**src/rtl/turbo_pkg.sv**
```systemverilog
// rtl/turbo_pkg.sv - shared constants, address type, FSM states and modular adder for the QPP turbo blocks
package turbo_pkg;

    localparam int unsigned K_SMALL_DEF = 1056;
    localparam int unsigned K_LARGE_DEF = 6144;

    localparam int unsigned F1_SMALL = 17;
    localparam int unsigned F2_SMALL = 66;
    localparam int unsigned F1_LARGE = 263;
    localparam int unsigned F2_LARGE = 480;

    localparam int unsigned ADDR_W = 13;

    typedef logic [ADDR_W-1:0] addr_t;

    typedef enum logic [1:0] {
        IDLE,
        RECV,
        SCATTER,
        SEND
    } state_t;

    // Both operands are already reduced below k, so one conditional subtract suffices.
    function automatic addr_t mod_add(input addr_t a, input addr_t b, input addr_t k);
        logic [ADDR_W:0] s;
        s = {1'b0, a} + {1'b0, b};
        if (s >= {1'b0, k}) begin
            s = s - {1'b0, k};
        end
        return s[ADDR_W-1:0];
    endfunction

endpackage

```
**src/rtl/qpp_addr_gen.sv**
```systemverilog
// rtl/qpp_addr_gen.sv - recursive QPP address generator pi(i); K_LARGE honoured only with TURBO_DEINT_K6144_EN
module qpp_addr_gen
    import turbo_pkg::*;
#(
    parameter int unsigned K_SMALL = K_SMALL_DEF,
    parameter int unsigned K_LARGE = K_LARGE_DEF
) (
    input  logic  clk,
    input  logic  reset_n,
    input  logic  init,
    input  logic  step,
    input  logic  k_sel,
    output addr_t pi
);

    localparam addr_t K_S  = addr_t'(K_SMALL);
    localparam addr_t G0_S = addr_t'((F1_SMALL + F2_SMALL) % K_SMALL);
    localparam addr_t DG_S = addr_t'((2 * F2_SMALL) % K_SMALL);

    addr_t r_pi;
    addr_t r_g;
    addr_t w_k;
    addr_t w_g0;
    addr_t w_dg;

`ifdef TURBO_DEINT_K6144_EN
    localparam addr_t K_L  = addr_t'(K_LARGE);
    localparam addr_t G0_L = addr_t'((F1_LARGE + F2_LARGE) % K_LARGE);
    localparam addr_t DG_L = addr_t'((2 * F2_LARGE) % K_LARGE);

    assign w_k  = k_sel ? K_L  : K_S;
    assign w_g0 = k_sel ? G0_L : G0_S;
    assign w_dg = k_sel ? DG_L : DG_S;
`else
    logic w_unused_cfg;

    assign w_unused_cfg = k_sel ^ (K_LARGE != 0);
    assign w_k  = K_S;
    assign w_g0 = G0_S;
    assign w_dg = DG_S;
`endif

    always_ff @(posedge clk or negedge reset_n) begin
        if (!reset_n) begin
            r_pi <= '0;
            r_g  <= '0;
        end else if (init) begin
            r_pi <= '0;
            r_g  <= w_g0;
        end else if (step) begin
            r_pi <= mod_add(r_pi, r_g, w_k);
            r_g  <= mod_add(r_g, w_dg, w_k);
        end
    end

    assign pi = r_pi;

endmodule

```
**src/rtl/turbo_deinterleaver.sv**
```systemverilog
// rtl/turbo_deinterleaver.sv - byte-stream LTE QPP turbo deinterleaver; TURBO_DEINT_K6144_EN adds K=6144 support
module turbo_deinterleaver
    import turbo_pkg::*;
#(
    parameter int unsigned K_SMALL = K_SMALL_DEF,
    parameter int unsigned K_LARGE = K_LARGE_DEF
) (
    input  logic       clk,
    input  logic       reset_n,
    input  logic       vld_in,
    input  logic       cbs,
    input  logic [7:0] data_in,
    output logic       rdy_in,
    input  logic       rdy_out,
    output logic       vld_out,
    output logic [7:0] data_out,
    output logic       last_byte
);

`ifdef TURBO_DEINT_K6144_EN
    localparam int unsigned MEM_BITS = K_LARGE;
    localparam int unsigned CNT_W    = 10;
`else
    localparam int unsigned MEM_BITS = K_SMALL;
    localparam int unsigned CNT_W    = 8;
`endif
    localparam int unsigned MEM_AW = CNT_W + 3;

    localparam logic [CNT_W-1:0] LAST_S = CNT_W'(K_SMALL / 8 - 1);

    state_t             r_state;
    state_t             w_next;
    logic [7:0]         r_byte;
    logic [2:0]         r_bit;
    logic [CNT_W-1:0]   r_byte_cnt;
    logic [CNT_W-1:0]   r_out_cnt;
    logic [MEM_BITS-1:0] r_mem;

    logic               w_accept;
    logic               w_first;
    logic               w_k_sel;
    logic [CNT_W-1:0]   w_last_idx;
    logic               w_in_last;
    logic               w_out_last;
    logic               w_xfer;
    addr_t              w_pi;
    logic [MEM_AW-1:0]  w_waddr;
    logic [7:0]         w_rdata;

`ifdef TURBO_DEINT_K6144_EN
    localparam logic [CNT_W-1:0] LAST_L = CNT_W'(K_LARGE / 8 - 1);

    logic r_cbs;

    // The block size is frozen by the first byte; later cbs changes are ignored.
    always_ff @(posedge clk or negedge reset_n) begin
        if (!reset_n) begin
            r_cbs <= 1'b0;
        end else if (w_accept && w_first) begin
            r_cbs <= cbs;
        end
    end

    assign w_k_sel    = (w_accept && w_first) ? cbs : r_cbs;
    assign w_last_idx = r_cbs ? LAST_L : LAST_S;
`else
    logic w_unused_cfg;

    assign w_unused_cfg = ^{cbs, w_pi};
    assign w_k_sel      = 1'b0;
    assign w_last_idx   = LAST_S;
`endif

    assign w_accept   = (r_state == RECV) && vld_in;
    assign w_first    = (r_byte_cnt == '0);
    assign w_in_last  = (r_byte_cnt == w_last_idx);
    assign w_out_last = (r_out_cnt == w_last_idx);
    assign w_xfer     = (r_state == SEND) && rdy_out;
    assign w_waddr    = w_pi[MEM_AW-1:0];

    qpp_addr_gen #(
        .K_SMALL (K_SMALL),
        .K_LARGE (K_LARGE)
    ) u_addr_gen (
        .clk     (clk),
        .reset_n (reset_n),
        .init    (w_accept && w_first),
        .step    (r_state == SCATTER),
        .k_sel   (w_k_sel),
        .pi      (w_pi)
    );

    always_ff @(posedge clk or negedge reset_n) begin
        if (!reset_n) begin
            r_state <= IDLE;
        end else begin
            r_state <= w_next;
        end
    end

    always_comb begin
        w_next  = r_state;
        rdy_in  = 1'b0;
        vld_out = 1'b0;
        case (r_state)
            IDLE: begin
                w_next = RECV;
            end
            RECV: begin
                rdy_in = 1'b1;
                if (vld_in) begin
                    w_next = SCATTER;
                end
            end
            SCATTER: begin
                if (r_bit == 3'd7) begin
                    w_next = w_in_last ? SEND : RECV;
                end
            end
            SEND: begin
                vld_out = 1'b1;
                if (rdy_out && w_out_last) begin
                    w_next = RECV;
                end
            end
            default: begin
                w_next = IDLE;
            end
        endcase
    end

    always_ff @(posedge clk or negedge reset_n) begin
        if (!reset_n) begin
            r_byte     <= '0;
            r_bit      <= '0;
            r_byte_cnt <= '0;
            r_out_cnt  <= '0;
        end else begin
            if (w_accept) begin
                r_byte <= data_in;
                r_bit  <= '0;
            end else if (r_state == SCATTER) begin
                r_bit <= r_bit + 3'd1;
                if (r_bit == 3'd7 && !w_in_last) begin
                    r_byte_cnt <= r_byte_cnt + 1'b1;
                end
            end
            if (w_xfer) begin
                if (w_out_last) begin
                    r_out_cnt  <= '0;
                    r_byte_cnt <= '0;
                end else begin
                    r_out_cnt <= r_out_cnt + 1'b1;
                end
            end
        end
    end

    // pi is a bijection, so every cell is rewritten each block and never needs clearing.
    always_ff @(posedge clk) begin
        if (r_state == SCATTER) begin
            r_mem[w_waddr] <= r_byte[3'd7 - r_bit];
        end
    end

    always_comb begin
        w_rdata = '0;
        for (int b = 0; b < 8; b++) begin
            w_rdata[7-b] = r_mem[{r_out_cnt, 3'(b)}];
        end
    end

    assign data_out  = vld_out ? w_rdata : 8'h00;
    assign last_byte = vld_out && w_out_last;

endmodule

```
**config.mk**
```make
export PLATFORM = sky130hd
export DESIGN_NAME = turbo_deinterleaver
export DESIGN_NICKNAME = d
export VERILOG_FILES = /design/src/rtl/turbo_pkg.sv /design/src/rtl/qpp_addr_gen.sv /design/src/rtl/turbo_deinterleaver.sv
export SDC_FILE = /design/constraint.sdc
export NUM_CORES = 2
export LEC_CHECK = 0
export BUFFER_PORTS_ARGS = -buffer_cell sky130_fd_sc_hd__buf_2
export CORE_UTILIZATION = 35
export DETAILED_ROUTE_END_ITERATION = 8
export PLACE_DENSITY = 0.5
export SYNTH_ARGS = -nofsm -noshare
export SYNTH_HDL_FRONTEND = slang
export SYNTH_SLANG_ARGS = --single-unit
```
**constraint.sdc**
```tcl
create_clock -name clk -period 10.74 [get_ports clk]
set_input_delay 1.074 -clock clk [delete_from_list [all_inputs] [get_ports clk]]
set_output_delay 1.074 -clock clk [all_outputs]
set_load 0.01 [all_outputs]
```
[Word level (Yosys, flattened, before mapping)]
Index checks and enable logic that the tools add are counted.
Cells by class
  equality and inequality tests: 9
  add/sub/neg operators: 8
  multiplexer cells: 43
  order comparisons: 13
  shift-type cells: 0
  divide/modulo/power cells: 0
  reduce and logical (&&, ||, !) cells: 13
  multiply operators: 0
  bitwise gates (word level): 0
Operator list (count)
  $bwmux 1056: 1
  $lt 11x12->1 const B: 9
  $mux 13: 6
  $bmux 1 s8: 8
  $mux 8: 7
  $ge 14x11->1 const B: 2
  $sub 13x11->13 const B: 2
  $add 8x1->8 const B: 2
  $eq 8x8->1 const B: 2
  $add 13x13->14: 1
  $add 13x8->14 const B: 1
  $mux 1: 12
  $demux 1 s11: 1
  $ge 11x1->1 const B: 1
  $logic_not 8->1: 1
  $mux 2: 4
  $pmux 2 s4: 1
  $logic_and 1x1->1: 7
  $mux 3: 2
  $eq 2x2->1 const B: 2
  $lt 3x4->1 const B: 1
  $ne 2x2->1 const B: 2
  $reduce_bool 2->1: 2
  $add 3x1->3 const B: 1
  8 further kinds: 8
Storage, ports and cells
  RAM bits: 0
  output and inout port bits: 11
  bits in read-only memories: 0
  bits of input ports: 13
  bits in latches: 0
  word-level logic and storage cells: 94
  memories: 0
  flip-flop bits (word level): 1111

[Longest topological paths before layout]
  depth in word-level cells: 8
  gate-level depth with buffers: 10
  mapped depth without buffers: 10

[By module]
From an unflattened synthesis, not the netlist that was laid out.
Second synthesis, totals
  cell total of the unflattened synthesis: 3593
  area, all modules: 49941.6 um^2
By module, submodules not included
  turbo_deinterleaver: instances 1, cells an instance 3287, area an instance 47384.2 um^2
  qpp_addr_gen: instances 1, cells an instance 306, area an instance 2557.5 um^2

[Worst setup path after synthesis]
OpenSTA, ideal clock, no wires.
  kind: reg-to-reg
  start: reg r_bit[0]
  end: reg r_mem[0] (data pin)
  arrival time: 7.836 ns
  slack: 1.237 ns
  cell stages (with the launch flop): 3
  path buffers: 0
  library setup time: 1.667 ns
  required time: 9.073 ns
  path through: dfrtp_1 -> mux4_2 -> mux2_2
Between the ends
  cells in the longest elaborated chain, start to end: 4
RTL lines
  start, declared: line turbo_deinterleaver.sv:34  | logic [2:0] r_bit;
  start signal, assigned: line turbo_deinterleaver.sv:143  | r_bit <= r_bit + 3'd1;
  $sub 3x3->3: line turbo_deinterleaver.sv:162  | r_mem[w_waddr] <= r_byte[3'd7 - r_bit];
  $bmux 1 s3: line turbo_deinterleaver.sv:162
  $mux 1 (implied by the code): line turbo_deinterleaver.sv:162
  $bwmux 1056: line turbo_deinterleaver.sv:162
  end signal, assigned by index: line turbo_deinterleaver.sv:162
  end, declared: line turbo_deinterleaver.sv:37  | logic [MEM_BITS-1:0] r_mem;
Every way passes these cells. The select of a mux whose other input is x is not followed.
A chain may end at the register's enable or synchronous reset.

[Worst setup path after layout]
  start: reg r_out_cnt[0]
  end: out data_out[1]
Between the ends
  cells in the longest elaborated chain, start to end: 3
RTL lines
  start, declared: line turbo_deinterleaver.sv:36  | logic [CNT_W-1:0] r_out_cnt;
  start signal, assigned: line turbo_deinterleaver.sv:153  | r_out_cnt <= r_out_cnt + 1'b1;
  $bmux 1 s8: line turbo_deinterleaver.sv:169  | w_rdata[7-b] = r_mem[{r_out_cnt, 3'(b)}];
  $mux 1 (implied by the code): line turbo_deinterleaver.sv:169
  $mux 8: line turbo_deinterleaver.sv:173  | assign data_out = vld_out ? w_rdata : 8'h00;
  end, declared: line turbo_deinterleaver.sv:16  | output logic [7:0] data_out,
Every way passes these cells. The select of a mux whose other input is x is not followed.

==> flow_summary.json <==
{
  "grt_max_degree": 254,
  "worstPathMaxFanout": 94,
  "syn-mean-instance-area_um2": 14.47,
  "maxCapViolations": 0,
  "synth_flop_cell": "edfxtp_1",
  "die_w_um": 377.7,
  "drtIter0Drc": 2646,
  "cpPeakStageDelay_ps": 850,
  "grt_pass1_wl_um": 193700,
  "p_per_area_nw_per_um2": 196.0,
  "outcome": "completed",
  "power_mw": 10.78,
  "layout_commonest_cell": "nor2_1",
  "clk_pin_slew_ps": 60,
  "leakage_nw": 13.73,
  "routedWlPerCell_um": 24.70,
  "fmax_ghz": 0.1669,
  "ant_nets": 0,
  "dpl.hpwl_um": 74280,
  "antenna_found_initial": 1,
  "grt-ovfl-total": 0,
  "fp.coreArea_um2": 139700,
  "cts_hold_buf": 0,
  "dieHeight_um": 377.7,
  "clockBufferDepth": 3,
  "critPathSlowestCell": "dfrtp_4",
  "synth-seq-area-share": 0.6693,
  "start_util": 0.3536,
  "synth_seq_cells": 1110,
  "fin_area_um2": 55000,
  "comb_power_share": 0.162,
  "hold_viol": 0,
  "finalCriticalPeriod_ps": 5993,
  "wl_um": 131100,
  "clkPwrFrac": 0.358,
  "critPathKind": "reg -> out",
  "power.internal_mw": 7.781,
  "drc": 0,
  "final_cell_mix": "nor2_1, edfxtp_1, mux4_2",
  "fin_crit_sh": 0.5580,
  "root_buffer": "clkbuf_16",
  "power_frac_seq": 0.479,
  "row_count": 137,
  "worst_slew_pin_slew_ps": 1186,
  "boundaryPins": 24,
  "via_per_inst": 5.350,
  "cp.required_ps": 9670,
  "grt_usage": 0.1851,
  "netlist_area_um2": 49400,
  "io_buffer_count": 22,
  "yosys_warnings": 0,
  "syn_inst": 3414,
  "layout-drive-gt1-share": 0.1784,
  "gp_congestion": 0.7748,
  "htreeDepth": 3,
  "synthArstFlopShare": 0.04865,
  "max-vdd-ir-drop_mv": 0.1372,
  "p_sw_frac": 0.2782,
  "clkLatencyLatePin_ps": 750,
  "numCtsBuffers": 116,
  "clkSinkCount": 1110,
  "rsz0062_at_grt": "false",
  "die_area_um2": 142700,
  "tritoncts": "built",
  "grt_pass1_vias": 28590,
  "area_growth_pct": 11.34,
  "vias": 28390,
  "syn_nets": 3454,
  "cp.arrival_ps": 4920,
  "detailed_place.area_um2": 51420,
  "slew_headroom": 0.2074,
  "finalSetupTns_ps": 0,
  "power_switching_mw": 2.998,
  "clock-skew-final_ps": 52.79,
  "cts_setup_buffers": 0,
  "synth.distinct_cells": 72,
  "hold_path.class": "reg -> reg",
  "startpoint_type": "flip-flop",
  "finalSetupViolations": 0,
  "crit_chain": "buf_12, mux4_2, mux2i_1, o221ai_1, a311oi_1, o32ai_1, buf_2",
  "drt-pass1-iter-count": 5,
  "report.final.slew_viol_count": 0,
  "synth-edff-count": 1056,
  "endpoint_kind": "output pin",
  "cts_resized": 0,
  "nNetsFinal": 3381
}
sequential cells by signal, indices dropped and copies added, names as in the netlist:
name	count
r_byte_cnt	8
r_byte	8
r_mem	1056
r_bit	3
r_out_cnt	8
u_addr_gen.r_g	12
u_addr_gen.pi	13
r_state	2
power groups by stage:
stage / sequential (mW) / clock [mW] / combinational, mW
after floorplan: 5.31 / 0 / 1.19
after global placement: 5.26 / 0 / 1.79
after detailed placement: 5.26 / 0 / 1.80
after CTS: 5.17 / 3.96 / 1.80
after global routing: 5.18 / 4.11 / 1.87
final: 5.17 / 3.86 / 1.75
stage by stage:
step | hold WS [ps] | setup slack, ps | cells | utilization
final | 504.4 | 4747 | 5307 | 0.3937
after global routing | 528.4 | 4595 | 5306 | 0.3937
after CTS | 510.1 | 4757 | 5306 | 0.3937
after detailed placement | 496.6 | 5590 | 5099 | 0.3681
after global placement | 485.4 | 5597 | 5099 | 0.3681
after floorplan | 475.2 | 1237 | 3414 | -
synth_stat cells (10+ instances only):
library cell / count / area (µm²)
a21oi_1: 40 / 200.2
and3_1: 16 / 100.1
buf_1: 35 / 131.4
buf_2: 36 / 180.2
buf_4: 12 / 90.09
clkbuf_1: 216 / 810.8
dfrtp_1: 54 / 1351
edfxtp_1: 1056 / 31710
ha_1: 26 / 325.3
inv_1: 19 / 71.32
mux2i_1: 49 / 490.5
mux4_2: 314 / 7072
nand2_1: 131 / 491.7
nand3_1: 65 / 325.3
nor2_1: 1097 / 4118
nor2b_1: 10 / 62.56
nor3_1: 15 / 75.07
nor3b_1: 11 / 82.58
o21ai_0: 19 / 95.09
o221ai_1: 16 / 140.1
o22ai_1: 10 / 62.56
or3_1: 10 / 62.56
xnor2_1: 20 / 175.2
layout make-up:
cell class              instances  area, µm²
diodes                          1      2.502
clock inverters                63      508.0
multi-input cells            1979      15040
clock buffers                 144       3069
fillers                     13150      84700
repair buffers                112      873.3
flip-flops and latches       1110      33070
well taps                    1876       2347
inverters                      22      87.58
cells by family after synthesis:
kind of cell,Yosys count,synth area share
AOI/OAI and AO/OA,146,0.02049
xor gates and xnor gates,29,0.005142
adders and majority gates,27,0.006990
buffers and inverters,325,0.02723
DFF,1110,0.6693
muxes,372,0.1551
and+or+nand+nor,1405,0.1158
worst max-delay path: cells and delay by family, from the launching register on:
kind / cells / cell delay (ps)
AO/OA/AOI/OAI: 3 / 1040
flip-flops: 1 / 850
buffers and inverters: 2 / 870
multiplexers: 2 / 1210
final timing paths:
check / cells after the start / slack [ps] / endpoint / startpoint
setup / recovery: 7 / 4750 / data_out[1] / r_out_cnt[0]
hold / removal: 1 / 500 / r_byte[7] / r_byte[7]
hold reg to reg: 1 / 500 / r_byte[7] / r_byte[7]
max in group asynchronous: 2 / 9560 / r_out_cnt[1] / reset_n
setup reg to reg: 7 / 7290 / r_mem[452] / r_state[0]
min in group asynchronous: 2 / 530 / u_addr_gen.pi[12] / reset_n
layer usage:
layer,part of all wire,wire (µm),GRT usage,vias up
met4,0.017,2238,0.03797,0
met3,0.043,5614,0.02741,147
met2,0.48,62790,0.2994,594
li1,-,-,-,12480
met1,0.46,60450,0.2644,15170
met5,0,0,0,-
No activity file was read; power rests on OpenSTA's default activity.
